## src/rtl/bricks_pkg.sv

```systemverilog
`default_nettype none
// ============================================================================
// Module      : bricks_pkg
// Description : Shared definitions for the brick game playfield: grid
//               geometry, ball direction encoding and the playfield FSM
//               state type.
// Revision    : 1.0 - initial release
// ============================================================================
package bricks_pkg;

    // Grid geometry
    localparam int ROWS       = 12;
    localparam int COLS       = 16;
    localparam int PADDLE_ROW = 11;

    // Ball direction. UP = row-1, DOWN = row+1, RIGHT = col-1, LEFT = col+1.
    typedef enum logic [1:0] {
        DIR_UP_RIGHT   = 2'b00,
        DIR_UP_LEFT    = 2'b01,
        DIR_DOWN_RIGHT = 2'b10,
        DIR_DOWN_LEFT  = 2'b11
    } dir_t;

    // Playfield sequencing
    typedef enum logic [2:0] {
        ST_INIT = 3'd0,
        ST_PLAY = 3'd1,
        ST_MISS = 3'd2,
        ST_WIN  = 3'd3,
        ST_OVER = 3'd4
    } field_state_t;

endpackage
`default_nettype wire

```

## src/rtl/brick_hit_detect.sv

```systemverilog
`default_nettype none
// ============================================================================
// Module      : brick_hit_detect
// Description : Combinational collision finder. From the ball position and
//               direction it locates the vertical (V), horizontal (H) and
//               diagonal (D) neighbour cells and returns which bricks must be
//               cleared this cycle. V/H take priority over D, mirroring the
//               bounce rule of the ball-movement block.
// Ports       : i_row, i_col  - ball position
//               i_dir         - ball direction
//               i_bricks      - brick region, bit (r-1)*16+c for rows 1..N
//               o_clear_mask  - bricks to clear, same layout as i_bricks
//               o_hit_count   - number of bits set in o_clear_mask (0..2)
// Revision    : 1.0 - initial release
// ============================================================================
module brick_hit_detect
    import bricks_pkg::*;
#(
    parameter int BRICK_ROWS = 4
) (
    input  logic [3:0]                 i_row,
    input  logic [3:0]                 i_col,
    input  dir_t                       i_dir,
    input  logic [BRICK_ROWS*COLS-1:0] i_bricks,
    output logic [BRICK_ROWS*COLS-1:0] o_clear_mask,
    output logic [1:0]                 o_hit_count
);

    localparam int         c_CELLS    = BRICK_ROWS * COLS;
    localparam int         c_IDX_W    = $clog2(c_CELLS);
    localparam logic [4:0] c_LAST_ROW = 5'(BRICK_ROWS);

    logic       w_up;
    logic       w_right;
    logic [4:0] w_row5;
    logic [4:0] w_col5;
    logic [4:0] w_vrow;
    logic [4:0] w_hcol;
    logic       w_v_hit;
    logic       w_h_hit;
    logic       w_d_hit;

    // Neighbours are formed 5 bits wide so that stepping off an edge lands
    // outside the grid (e.g. col 15+1 = 16, col 0-1 = 31) instead of wrapping.
    function automatic logic in_region(input logic [4:0] r, input logic [4:0] c);
        return (r >= 5'd1) && (r <= c_LAST_ROW) && (c < 5'(COLS));
    endfunction

    function automatic logic [c_IDX_W-1:0] cell_idx(input logic [4:0] r, input logic [4:0] c);
        return c_IDX_W'((int'(r) - 1) * COLS + int'(c));
    endfunction

    assign w_up    = (i_dir == DIR_UP_RIGHT)   || (i_dir == DIR_UP_LEFT);
    assign w_right = (i_dir == DIR_UP_RIGHT)   || (i_dir == DIR_DOWN_RIGHT);
    assign w_row5  = {1'b0, i_row};
    assign w_col5  = {1'b0, i_col};
    assign w_vrow  = w_up    ? (w_row5 - 5'd1) : (w_row5 + 5'd1);
    assign w_hcol  = w_right ? (w_col5 - 5'd1) : (w_col5 + 5'd1);

    // Index is only meaningful when in_region holds; the AND masks it otherwise.
    assign w_v_hit = in_region(w_vrow, w_col5) && i_bricks[cell_idx(w_vrow, w_col5)];
    assign w_h_hit = in_region(w_row5, w_hcol) && i_bricks[cell_idx(w_row5, w_hcol)];
    assign w_d_hit = in_region(w_vrow, w_hcol) && i_bricks[cell_idx(w_vrow, w_hcol)];

    always_comb begin
        o_clear_mask = '0;
        o_hit_count  = 2'd0;
        if (w_v_hit || w_h_hit) begin
            if (w_v_hit) begin
                o_clear_mask[cell_idx(w_vrow, w_col5)] = 1'b1;
            end
            if (w_h_hit) begin
                o_clear_mask[cell_idx(w_row5, w_hcol)] = 1'b1;
            end
            o_hit_count = {1'b0, w_v_hit} + {1'b0, w_h_hit};
        end else if (w_d_hit) begin
            o_clear_mask[cell_idx(w_vrow, w_hcol)] = 1'b1;
            o_hit_count = 2'd1;
        end
    end

endmodule
`default_nettype wire

```

## src/rtl/brick_field.sv

```systemverilog
`default_nettype none
// ============================================================================
// Module      : brick_field
// Description : Playfield owner. Holds the brick map, exports the full 12x16
//               occupancy map to the ball block, clears bricks the ball is
//               about to strike, keeps score / remaining / lives and sequences
//               level load, play, miss recovery, level clear and game over.
// Ports       : clock, reset (async, active low)
//               Ball_rowIndex/colIndex/direction - registered ball state
//               paddle_col  - leftmost paddle cell in row 11
//               new_level   - pulse, reloads bricks when level is cleared
//               data        - occupancy map, bit row*16+col
//               score, remaining, lives - game counters
//               field_ready, miss, level_clear, game_over - status
// Revision    : 1.0 - initial release
// ============================================================================
module brick_field
    import bricks_pkg::*;
#(
    parameter int BRICK_ROWS = 4,
    parameter int PADDLE_W   = 4,
    parameter int LIVES      = 3
) (
    input  logic                 clock,
    input  logic                 reset,
    input  logic [3:0]           Ball_rowIndex,
    input  logic [3:0]           Ball_colIndex,
    input  logic [1:0]           Ball_direction,
    input  logic [3:0]           paddle_col,
    input  logic                 new_level,
    output logic [ROWS*COLS-1:0] data,
    output logic [7:0]           score,
    output logic [7:0]           remaining,
    output logic [1:0]           lives,
    output logic                 field_ready,
    output logic                 miss,
    output logic                 level_clear,
    output logic                 game_over
);

    localparam int         c_CELLS    = BRICK_ROWS * COLS;
    localparam logic [3:0] c_LAST_ROW = 4'(BRICK_ROWS);
    localparam logic [7:0] c_FULL     = 8'(BRICK_ROWS * COLS);
    localparam logic [1:0] c_LIVES    = 2'(LIVES);
    localparam logic [4:0] c_PAD_W    = 5'(PADDLE_W);

    field_state_t       r_state;
    logic [3:0]         r_row_cnt;
    logic [c_CELLS-1:0] r_bricks;
    logic [7:0]         r_score;
    logic [7:0]         r_remaining;
    logic [1:0]         r_lives;
    logic               r_field_ready;
    logic               r_miss;
    logic               r_level_clear;
    logic               r_game_over;

    logic [c_CELLS-1:0] w_clear_mask;
    logic [c_CELLS-1:0] w_load_mask;
    logic [1:0]         w_hit_count;
    logic [8:0]         w_score_sum;
    logic [7:0]         w_score_next;
    logic [7:0]         w_remaining_next;
    logic [COLS-1:0]    w_paddle_row;

    brick_hit_detect #(
        .BRICK_ROWS (BRICK_ROWS)
    ) u_hit_detect (
        .i_row        (Ball_rowIndex),
        .i_col        (Ball_colIndex),
        .i_dir        (dir_t'(Ball_direction)),
        .i_bricks     (r_bricks),
        .o_clear_mask (w_clear_mask),
        .o_hit_count  (w_hit_count)
    );

    // Paddle cells past column 15 simply fall off; the 5-bit sum cannot wrap.
    genvar gi;
    generate
        for (gi = 0; gi < COLS; gi++) begin : g_paddle
            assign w_paddle_row[gi] = ({1'b0, paddle_col} <= 5'(gi)) &&
                                      (5'(gi) < ({1'b0, paddle_col} + c_PAD_W));
        end
        for (gi = 0; gi < BRICK_ROWS; gi++) begin : g_load_mask
            assign w_load_mask[gi*COLS +: COLS] = {COLS{r_row_cnt == 4'(gi + 1)}};
        end
    endgenerate

    always_comb begin
        data = '0;
        data[COLS +: c_CELLS]          = r_bricks;
        data[PADDLE_ROW*COLS +: COLS]  = w_paddle_row;
    end

    assign w_score_sum      = {1'b0, r_score} + {7'd0, w_hit_count};
    assign w_score_next     = w_score_sum[8] ? 8'hFF : w_score_sum[7:0];
    assign w_remaining_next = r_remaining - {6'd0, w_hit_count};

    always_ff @(posedge clock or negedge reset) begin
        if (!reset) begin
            r_state       <= ST_INIT;
            r_row_cnt     <= 4'd1;
            r_bricks      <= '0;
            r_score       <= 8'd0;
            r_remaining   <= 8'd0;
            r_lives       <= c_LIVES;
            r_field_ready <= 1'b0;
            r_miss        <= 1'b0;
            r_level_clear <= 1'b0;
            r_game_over   <= 1'b0;
        end else begin
            r_miss <= 1'b0;
            case (r_state)
                ST_INIT: begin
                    r_bricks <= r_bricks | w_load_mask;
                    if (r_row_cnt == c_LAST_ROW) begin
                        r_row_cnt     <= 4'd1;
                        r_remaining   <= c_FULL;
                        r_state       <= ST_PLAY;
                        r_field_ready <= 1'b1;
                    end else begin
                        r_row_cnt <= r_row_cnt + 4'd1;
                    end
                end
                ST_PLAY: begin
                    // Cleared on the same edge the ball block samples the old
                    // map, so both sides act on identical data.
                    r_bricks    <= r_bricks & ~w_clear_mask;
                    r_score     <= w_score_next;
                    r_remaining <= w_remaining_next;
                    if (w_remaining_next == 8'd0) begin
                        r_state       <= ST_WIN;
                        r_field_ready <= 1'b0;
                        r_level_clear <= 1'b1;
                    end else if (Ball_rowIndex == 4'(PADDLE_ROW)) begin
                        r_miss        <= 1'b1;
                        r_lives       <= r_lives - 2'd1;
                        r_field_ready <= 1'b0;
                        if (r_lives == 2'd1) begin
                            r_state     <= ST_OVER;
                            r_game_over <= 1'b1;
                        end else begin
                            r_state <= ST_MISS;
                        end
                    end
                end
                ST_MISS: begin
                    if (Ball_rowIndex != 4'(PADDLE_ROW)) begin
                        r_state       <= ST_PLAY;
                        r_field_ready <= 1'b1;
                    end
                end
                ST_WIN: begin
                    if (new_level) begin
                        r_state       <= ST_INIT;
                        r_level_clear <= 1'b0;
                    end
                end
                ST_OVER: begin
                    r_state <= ST_OVER;
                end
                default: begin
                    r_state <= ST_INIT;
                end
            endcase
        end
    end

    assign score       = r_score;
    assign remaining   = r_remaining;
    assign lives       = r_lives;
    assign field_ready = r_field_ready;
    assign miss        = r_miss;
    assign level_clear = r_level_clear;
    assign game_over   = r_game_over;

endmodule
`default_nettype wire

```

## config.mk

```make
export PLATFORM = sky130hd
export DESIGN_NAME = brick_field
export DESIGN_NICKNAME = d
export VERILOG_FILES = /design/src/rtl/bricks_pkg.sv /design/src/rtl/brick_hit_detect.sv /design/src/rtl/brick_field.sv
export SDC_FILE = /design/constraint.sdc
export NUM_CORES = 1
export LEC_CHECK = 0
export BUFFER_PORTS_ARGS = -buffer_cell sky130_fd_sc_hd__buf_2
export CAP_MARGIN = 20
export CORE_MARGIN = 2
export CORE_UTILIZATION = 30
export DETAILED_ROUTE_END_ITERATION = 10
export SYNTH_ARGS = -nofsm -noshare
export SYNTH_HDL_FRONTEND = slang
export SYNTH_SLANG_ARGS = --single-unit
```

## constraint.sdc

```tcl
create_clock -name clock -period 9.25 [get_ports clock]
set_input_delay 0.4625 -clock clock [delete_from_list [all_inputs] [get_ports clock]]
set_output_delay 0.4625 -clock clock [all_outputs]
set_load 0.02 [all_outputs]
```

# Yosys cells after proc, flatten, opt, wreduce, memory -nomap -nowiden
# Cells that the tools add are included.
dict set report classes {
  div_mod_pow 0
  addsub 15
  shifts 0
  reduce_logical 41
  bitwise 5
  magnitude_cmp 43
  eq_ne 18
  n_mul 0
  n_mux 44
}
# op n
set op_table {}
lappend op_table {{$mux W64} 5}
lappend op_table {{$or A64 B64 Y64} 2}
lappend op_table {{$pmux W64 S2} 1}
lappend op_table {{$and A64 B64 Y64} 1}
lappend op_table {{$not A64 Y64} 1}
lappend op_table {{$lt A4 B5 Y1 const A} 8}
lappend op_table {{$le A4 B4 Y1 const B} 7}
lappend op_table {{$logic_and A1 B1 Y1} 26}
lappend op_table {{$lt A6 B7 Y1 const B} 3}
lappend op_table {{$le A4 B3 Y1 const B} 5}
lappend op_table {{$lt A3 B5 Y1 const A} 4}
lappend op_table {{$bmux W1 S6} 3}
lappend op_table {{$demux W1 S6} 3}
lappend op_table {{$ge A6 B1 Y1 const B} 3}
lappend op_table {{$mux W3} 6}
lappend op_table {{$mux W1} 16}
lappend op_table {{$mux W8} 2}
lappend op_table {{$pmux W8 S2} 1}
lappend op_table {{$pmux W3 S5} 1}
lappend op_table {{$add A6 B6 Y6} 2}
lappend op_table {{$reduce_and A4 Y1} 3}
lappend op_table {{$add A4 B1 Y5 const B} 2}
lappend op_table {{$lt A1 B5 Y1 const A} 2}
lappend op_table {{$lt A2 B5 Y1 const A} 2}
lappend op_table {{other kinds (41)} 57}
dict set report word_totals {
  latchBits 0
  inputBits 17
  word_cells 176
  memories 0
  romBits 0
  out_inout_bits 214
  ramBits 0
  reg_bits 93
}

# Depth between registers and ports, before layout
dict set report depth {
  ltp_word 17
  ltp_mapped 27
  ltp_nobuf 23
}

# Modules after synthesis
# Synthesis repeated with hierarchy kept, for this count alone.
dict set report unflattened {
  cells_unflattened 936
  area_unflattened_um2 7942.6
}
# mod area_per_inst_um2 n_inst seq_area_each_um2 cells_per_inst
set modules_own_cells {}
lappend modules_own_cells {brick_field 5237.5 1 2331.0 597}
lappend modules_own_cells {brick_hit_detect 2705.1 1 0.0 339}

# Least setup slack after synthesis
# Ideal clock, no wire load.
dict set report synth_path {
  kind {in2reg}
  from {input Ball_colIndex[0]}
  to {register r_field_ready, in the netlist field_ready}
  t_arrival_ps 6411
  t_required_ps 9122
  path_slack_ps 2711
  setup_ps 128
  path_stages 24
  path_buffers 3
  cell_sequence {buf_6 -> buf_12 -> clkinv_1 -> fa_1 -> nand2b_1 -> o2bb2ai_1 -> xnor2_1 -> clkbuf_1 -> ha_1 -> xor2_1 -> mux2_2 -> o211ai_1 -> ha_1 -> inv_1 -> a22o_1 -> ha_1 -> fa_1 -> or4b_2 -> nor4b_1 -> nand3b_1 -> a31o_2 -> or2_2 -> o21ai_0 -> o31ai_1}
}
dict set report synth_via {
  elab_chain_cells 12
  elab_cells_between_ends 30
  classes_between {add/sub: 7; order compare: 2; eq/ne: 1; mux: 11; reduce/logical: 9}
}
# item line_no
set synth_rtl {}
lappend synth_rtl {{from (decl)} brick_field.sv:27} ;# input logic [3:0] Ball_colIndex,
lappend synth_rtl {{$add A4 B1 Y5 or $sub A4 B1 Y5 (tied branches)} brick_hit_detect.sv:58} ;# assign w_hcol = w_right ? (w_col5 - 5'd1) : (w_col5 + 5'd1);
lappend synth_rtl {{$mux W5} brick_hit_detect.sv:58}
lappend synth_rtl {{$add A6 B6 Y6} brick_hit_detect.sv:50} ;# return c_IDX_W'((int'(r) - 1) * COLS + int'(c));
lappend synth_rtl {{$bmux W1 S6, on equally long branches} {brick_hit_detect.sv:62, brick_hit_detect.sv:63}}
lappend synth_rtl {{$mux W1, on equally long branches} {brick_hit_detect.sv:62, brick_hit_detect.sv:63}}
lappend synth_rtl {{$logic_and A1 B1 Y1, on equally long branches} {brick_hit_detect.sv:62, brick_hit_detect.sv:63}}
lappend synth_rtl {{$add A1 B1 Y2, or another cell as far along} brick_hit_detect.sv:75} ;# o_hit_count = {1'b0, w_v_hit} + {1'b0, w_h_hit};
lappend synth_rtl {{$mux W2 *} brick_hit_detect.sv:68} ;# if (w_v_hit || w_h_hit) begin
lappend synth_rtl {{$sub A8 B2 Y8 *} brick_field.sv:97} ;# assign w_remaining_next = r_remaining - {6'd0, w_hit_count};
lappend synth_rtl {{$logic_not A8 Y1 *} brick_field.sv:131} ;# if (w_remaining_next == 8'd0) begin
lappend synth_rtl {{$ne A3 B3 Y1 (no source line) or $mux W1 (tied branches)} -}
lappend synth_rtl {{$reduce_and A4 Y1 (no source line) or $pmux W1 S3 (tied branches)} -}
lappend synth_rtl {{to (signal assigned)} brick_field.sv:107} ;# r_field_ready <= 1'b0;
lappend synth_rtl {{to (signal assigned)} brick_field.sv:133} ;# r_field_ready <= 1'b0;
lappend synth_rtl {{to (signal assigned)} brick_field.sv:138} ;# r_field_ready <= 1'b0;
lappend synth_rtl {{to (decl)} brick_field.sv:53} ;# logic r_field_ready;
# Mark *: on every way between the ends. The rest lies on a longest branch, timed or not. The select of a mux whose other input is x is not followed.
# A chain may end at the register's enable or synchronous reset.

# Worst setup path in the final report
dict set report layout_path {
  from {input Ball_colIndex[1]}
  to {register r_field_ready, in the netlist field_ready}
}
# The elaborated chain is that of the path after synthesis.

==> results.py <==
metrics = {
    "clocking": {
        "clock_tree.root_cell": "sky130_fd_sc_hd__clkbuf_16",
        "cts_repair_resize_count": 0,
        "clock_pin_slew_worst_setup_and_hold_paths_ns": 0.08,
        "cts_hold_repair.buffers": 0,
        "clock-sinks": 93,
        "htree_num_levels": 3,
        "cts_post_setup_buffers_inserted": 0,
        "cts_inserted_buffers": 9,
        "worst_skew_pair.late_latency_ns": 0.37,
        "ctsLongestPathBuffers": 2,
        "cts_tree": "built",
    },
    "setup_path": {
        "worstPathMaxFanout": 27,
        "worstSetupStartpointType": "input port",
        "r2r_start": "r_bricks[63]$_DFFE_PN0P_",
        "crit_end": "field_ready$_DFFE_PN0P_",
        "max_stage_delay_ns": 0.67,
        "cp.arrival_ns": 7.37,
        "reg2regPathDepth": 17,
        "cp_cell_sequence": "buf_2 -> inv_1 -> fa_1 -> xnor2_2 -> buf_4 -> mux4_2 -> mux2i_1 -> mux2i_1 -> nand2_1 -> nand3_1 -> o211ai_1 -> ha_1 -> inv_1 -> a22o_1 -> ha_1 -> fa_1 -> or4b_2 -> nor4b_1 -> nand3b_1 -> a31o_2 -> or2_2 -> o21ai_0 -> o31ai_1",
        "timing.critical_path.from": "Ball_colIndex[1]",
        "worst-r2r-setup-slack_ns": 3.56,
        "timing.critical_path.to_type": "flop",
        "worstPathRequired_ns": 9.48,
        "cell_type_of_the_slowest_stage_on_the_worst_timing_path": "sky130_fd_sc_hd__xnor2_2",
        "timing_worst_setup_path_type": "in -> reg",
        "crit-reg2reg-capture": "field_ready$_DFFE_PN0P_",
    },
    "die": {
        "die_height_um": 164,
        "core.rowCount": 58,
        "coreArea_um2": 25200,
        "die_w_um": 164,
        "design.die.area_um2": 26900,
        "effective_utilization_at_floorplan_pct": 30.5,
        "number_of_ports_placed_on_the_die_boundary": 231,
    },
    "logic_synthesis": {
        "synth.avg_cell_area_um2": 8.98,
        "yosys_warnings": 0,
        "synth-edff-count": 0,
        "syn-instance-count": 856,
        "ys_seq_elements": 93,
        "synth_async_sr_flop_share_pct": 100,
        "synth_sequential_area_ratio_pct": 30.3,
        "synth_cell_type_count": 77,
        "synth.cell_area_um2": 7680,
        "dominantRegCellSynth": "sky130_fd_sc_hd__dfrtp_1",
    },
    "placed_design": {
        "detailed_place_hpwl_um": 17200,
        "buffer_ports.inserted": 118,
        "place_ws_ns": 1.84,
        "routabilityCongestion": 0.920,
    },
    "global_routing": {
        "initial_antenna_violation_count": 0,
        "maximum_number_of_pins_on_one_net_before_global_route_repair": 67,
        "grt_first_pass_wirelength_um": 35200,
        "overall_global_routing_usage_pct": 17.0,
        "grt_pass1_vias": 6130,
        "overflow": 0,
    },
    "sta": {
        "timing.final.max_slew_violations": 0,
        "totalNegativeSetupSlack_ns": 0,
        "setup_viol_count_final": 0,
        "clock_skew_ns": 0.0138,
        "max_slew.worst_pin.slew_ns": 1.06,
        "layout_min_cycle_time_ns": 7.14,
        "clock.fmax_mhz": 140,
        "worst_slew_margin_rel_pct": 29.1,
        "finalHoldViolations": 0,
        "grt_setup_unrepaired": "false",
        "final.period_utilization_pct": 77.2,
        "setup_ws_ns": 2.11,
    },
    "worst_hold_path": {
        "timing.hold.worst.class": "in -> async",
    },
    "finish": {
        "areaGrowthSynthToFinish_pct": 9.77,
        "num-nets-final": 991,
        "drive_above_1_share_pct": 20.7,
        "antenna_cells": 0,
        "final_core_utilization_pct": 33.5,
    },
    "drt": {
        "dr_total_vias": 6754,
        "wl_per_cell_um": 18.4,
        "antenna_violating_nets_post_route": 0,
        "drt_pre_antenna_iters": 5,
        "drc_errors": 0,
        "drt-total-wl_um": 23500,
        "vias_per_cell": 5.28,
        "drtIter0Drc": 750,
    },
    "status": {
        "status": "finished, final reports clean",
    },
    "power": {
        "power.density_cell_area_nw_per_um2": 224,
        "max-vdd-ir-drop_mv": 0.0782,
        "p_leak_nw": 3.44,
    },
    "job": {
        "total_of_max_cap_violations": 0,
    },
}
-- layout by cell type, fill, tap and decap left out, types with 5 or more instances in the layout --
| master | Yosys | final |
|---|---|---|
| sky130_fd_sc_hd__a211oi_1 | 9 | 9 |
| sky130_fd_sc_hd__nor3b_1 | 14 | 14 |
| sky130_fd_sc_hd__o2bb2ai_1 | 8 | 8 |
| sky130_fd_sc_hd__conb_1 | 1 | 112 |
| sky130_fd_sc_hd__dfrtp_1 | 90 | 90 |
| sky130_fd_sc_hd__nand2_1 | 52 | 52 |
| sky130_fd_sc_hd__nand2b_1 | 12 | 12 |
| sky130_fd_sc_hd__nand4_1 | 8 | 8 |
| sky130_fd_sc_hd__and2_1 | 13 | 13 |
| sky130_fd_sc_hd__nor2b_1 | 10 | 10 |
| sky130_fd_sc_hd__nor4_1 | 9 | 9 |
| sky130_fd_sc_hd__mux4_2 | 12 | 12 |
| sky130_fd_sc_hd__nor3_1 | 29 | 28 |
| sky130_fd_sc_hd__a221oi_1 | 51 | 51 |
| sky130_fd_sc_hd__inv_1 | 27 | 27 |
| sky130_fd_sc_hd__buf_2 | 9 | 117 |
| sky130_fd_sc_hd__a21oi_1 | 39 | 39 |
| sky130_fd_sc_hd__xnor2_1 | 7 | 6 |
| sky130_fd_sc_hd__nor2_1 | 89 | 89 |
| sky130_fd_sc_hd__nand3_1 | 9 | 9 |
| sky130_fd_sc_hd__o211ai_1 | 5 | 5 |
| sky130_fd_sc_hd__mux2_2 | 11 | 11 |
| sky130_fd_sc_hd__o22ai_1 | 11 | 11 |
| sky130_fd_sc_hd__nand3b_1 | 10 | 10 |
| sky130_fd_sc_hd__xor2_1 | 8 | 8 |
| sky130_fd_sc_hd__clkbuf_16 | 0 | 9 |
| sky130_fd_sc_hd__ha_1 | 28 | 28 |
| sky130_fd_sc_hd__o21ai_0 | 20 | 20 |
| sky130_fd_sc_hd__a31oi_1 | 6 | 6 |
| sky130_fd_sc_hd__and3_1 | 5 | 5 |
| sky130_fd_sc_hd__buf_4 | 115 | 10 |
| sky130_fd_sc_hd__mux2i_1 | 23 | 23 |
-- synth_stat cells, types with 4 or more instances --
cell type / number / area, um^2
sky130_fd_sc_hd__ha_1: 28 / 350
sky130_fd_sc_hd__nor4b_1: 4 / 35.0
sky130_fd_sc_hd__xor2_1: 8 / 70.1
sky130_fd_sc_hd__o22ai_1: 11 / 68.8
sky130_fd_sc_hd__a211oi_1: 9 / 67.6
sky130_fd_sc_hd__o2bb2ai_1: 8 / 70.1
sky130_fd_sc_hd__or3_1: 4 / 25.0
sky130_fd_sc_hd__nand2b_1: 12 / 75.1
sky130_fd_sc_hd__a31oi_1: 6 / 37.5
sky130_fd_sc_hd__inv_1: 27 / 101
sky130_fd_sc_hd__xnor2_1: 7 / 61.3
sky130_fd_sc_hd__and3_1: 5 / 31.3
sky130_fd_sc_hd__nor3_4: 4 / 65.1
sky130_fd_sc_hd__nand2_1: 52 / 195
sky130_fd_sc_hd__nor2b_1: 10 / 62.6
sky130_fd_sc_hd__o21ai_0: 20 / 100
sky130_fd_sc_hd__a221oi_1: 51 / 447
sky130_fd_sc_hd__nand3b_1: 10 / 75.1
sky130_fd_sc_hd__and2_1: 13 / 81.3
sky130_fd_sc_hd__a21oi_1: 39 / 195
sky130_fd_sc_hd__clkbuf_1: 32 / 120
sky130_fd_sc_hd__mux2i_1: 23 / 230
sky130_fd_sc_hd__nand3_1: 9 / 45.0
sky130_fd_sc_hd__buf_2: 9 / 45.0
sky130_fd_sc_hd__o211ai_1: 5 / 37.5
sky130_fd_sc_hd__mux2_2: 11 / 124
sky130_fd_sc_hd__nor4_1: 9 / 56.3
sky130_fd_sc_hd__mux4_2: 12 / 270
sky130_fd_sc_hd__nor3b_1: 14 / 105
sky130_fd_sc_hd__nor3_1: 29 / 145
sky130_fd_sc_hd__dfrtp_1: 90 / 2250
sky130_fd_sc_hd__nand4_1: 8 / 50.1
sky130_fd_sc_hd__o31ai_1: 4 / 30.0
sky130_fd_sc_hd__buf_4: 115 / 863
sky130_fd_sc_hd__nor2_1: 89 / 334
-- per-layer routing --
metal	track usage (%)	part of all wire (%)	up-vias	wire length, um
met1	22.8	43	3302	10000
met3	3.38	8.3	29	1950
li1	-	-	3085	-
met5	0	0	-	0
met4	4.78	1.9	0	441
met2	27.7	47	338	11000
-- worst min path at each step --
stage                     startpoint                  endpoint  slack, ns  cells past startpoint
2_1_floorplan                  reset   field_ready$_DFFE_PN0P_       0.17                      0
3_3_place_gp   game_over$_DFFE_PN0P_     game_over$_DFFE_PN0P_       0.44                      1
3_5_place_dp   game_over$_DFFE_PN0P_     game_over$_DFFE_PN0P_       0.45                      1
4_1_cts                        reset  r_bricks[34]$_DFFE_PN0P_        0.1                      1
5_1_grt                        reset  r_bricks[34]$_DFFE_PN0P_       0.12                      1
6_report                       reset  r_bricks[34]$_DFFE_PN0P_       0.07                      1
-- through the flow --
stage	instance area (um^2)	hold WS [ns]	total power [mW]	cells
4_1_cts	8440	0.0983	1.90	1278
2_1_floorplan	8100	0.167	1.24	967
3_5_place_dp	8110	0.452	1.47	1262
5_1_grt	8440	0.122	2.01	1278
6_report	8440	0.0739	1.89	1278
3_3_place_gp	8110	0.442	1.47	1262
-- worst max-delay path: cells and delay by family --
| family | cells | cell delay, ns |
|---|---|---|
| compound gates | 5 | 0.92 |
| fa+ha+maj | 4 | 1.56 |
| xor+xnor | 1 | 0.67 |
| mux | 3 | 1.00 |
| buf+inv | 4 | 1.17 |
| simple gates | 6 | 1.56 |
-- kinds of logic after synthesis --
logic type | count (synthesis) | share of synthesized area (%)
xor+xnor | 16 | 1.92
compound gates | 184 | 17.4
other cells | 1 | 0.0488
mux | 49 | 9.15
flops | 93 | 30.3
fa+ha+maj | 31 | 5.34
buf+inv | 191 | 15.5
simple gates | 291 | 20.3
-- final cells by class --
| type | count | area [um^2] |
|---|---|---|
| Timing Repair Buffer | 127 | 661 |
| Tap cell | 330 | 413 |
| Multi-Input combinational cell | 683 | 4590 |
| Inverter | 29 | 109 |
| Clock inverter | 7 | 105 |
| Clock buffer | 9 | 225 |
| Sequential cell | 93 | 2330 |
| Fill cell | 2647 | 16700 |
-- where the power goes --
group	leakage [nW]	switching, mW	total [mW]	internal (mW)
Clock	0.164	0.179	0.421	0.242
Sequential	0.949	0.129	0.642	0.513
Combinational	2.33	0.537	0.828	0.290
-- state kept, by name, summed over array words and instances, names as in the netlist --
signal	flops
score	8
field_ready	1
r_row_cnt	4
remaining	8
game_over	1
miss	1
r_bricks	64
level_clear	1
r_state	3
lives	2
Note: power is estimated with default switching activity, not from simulation.
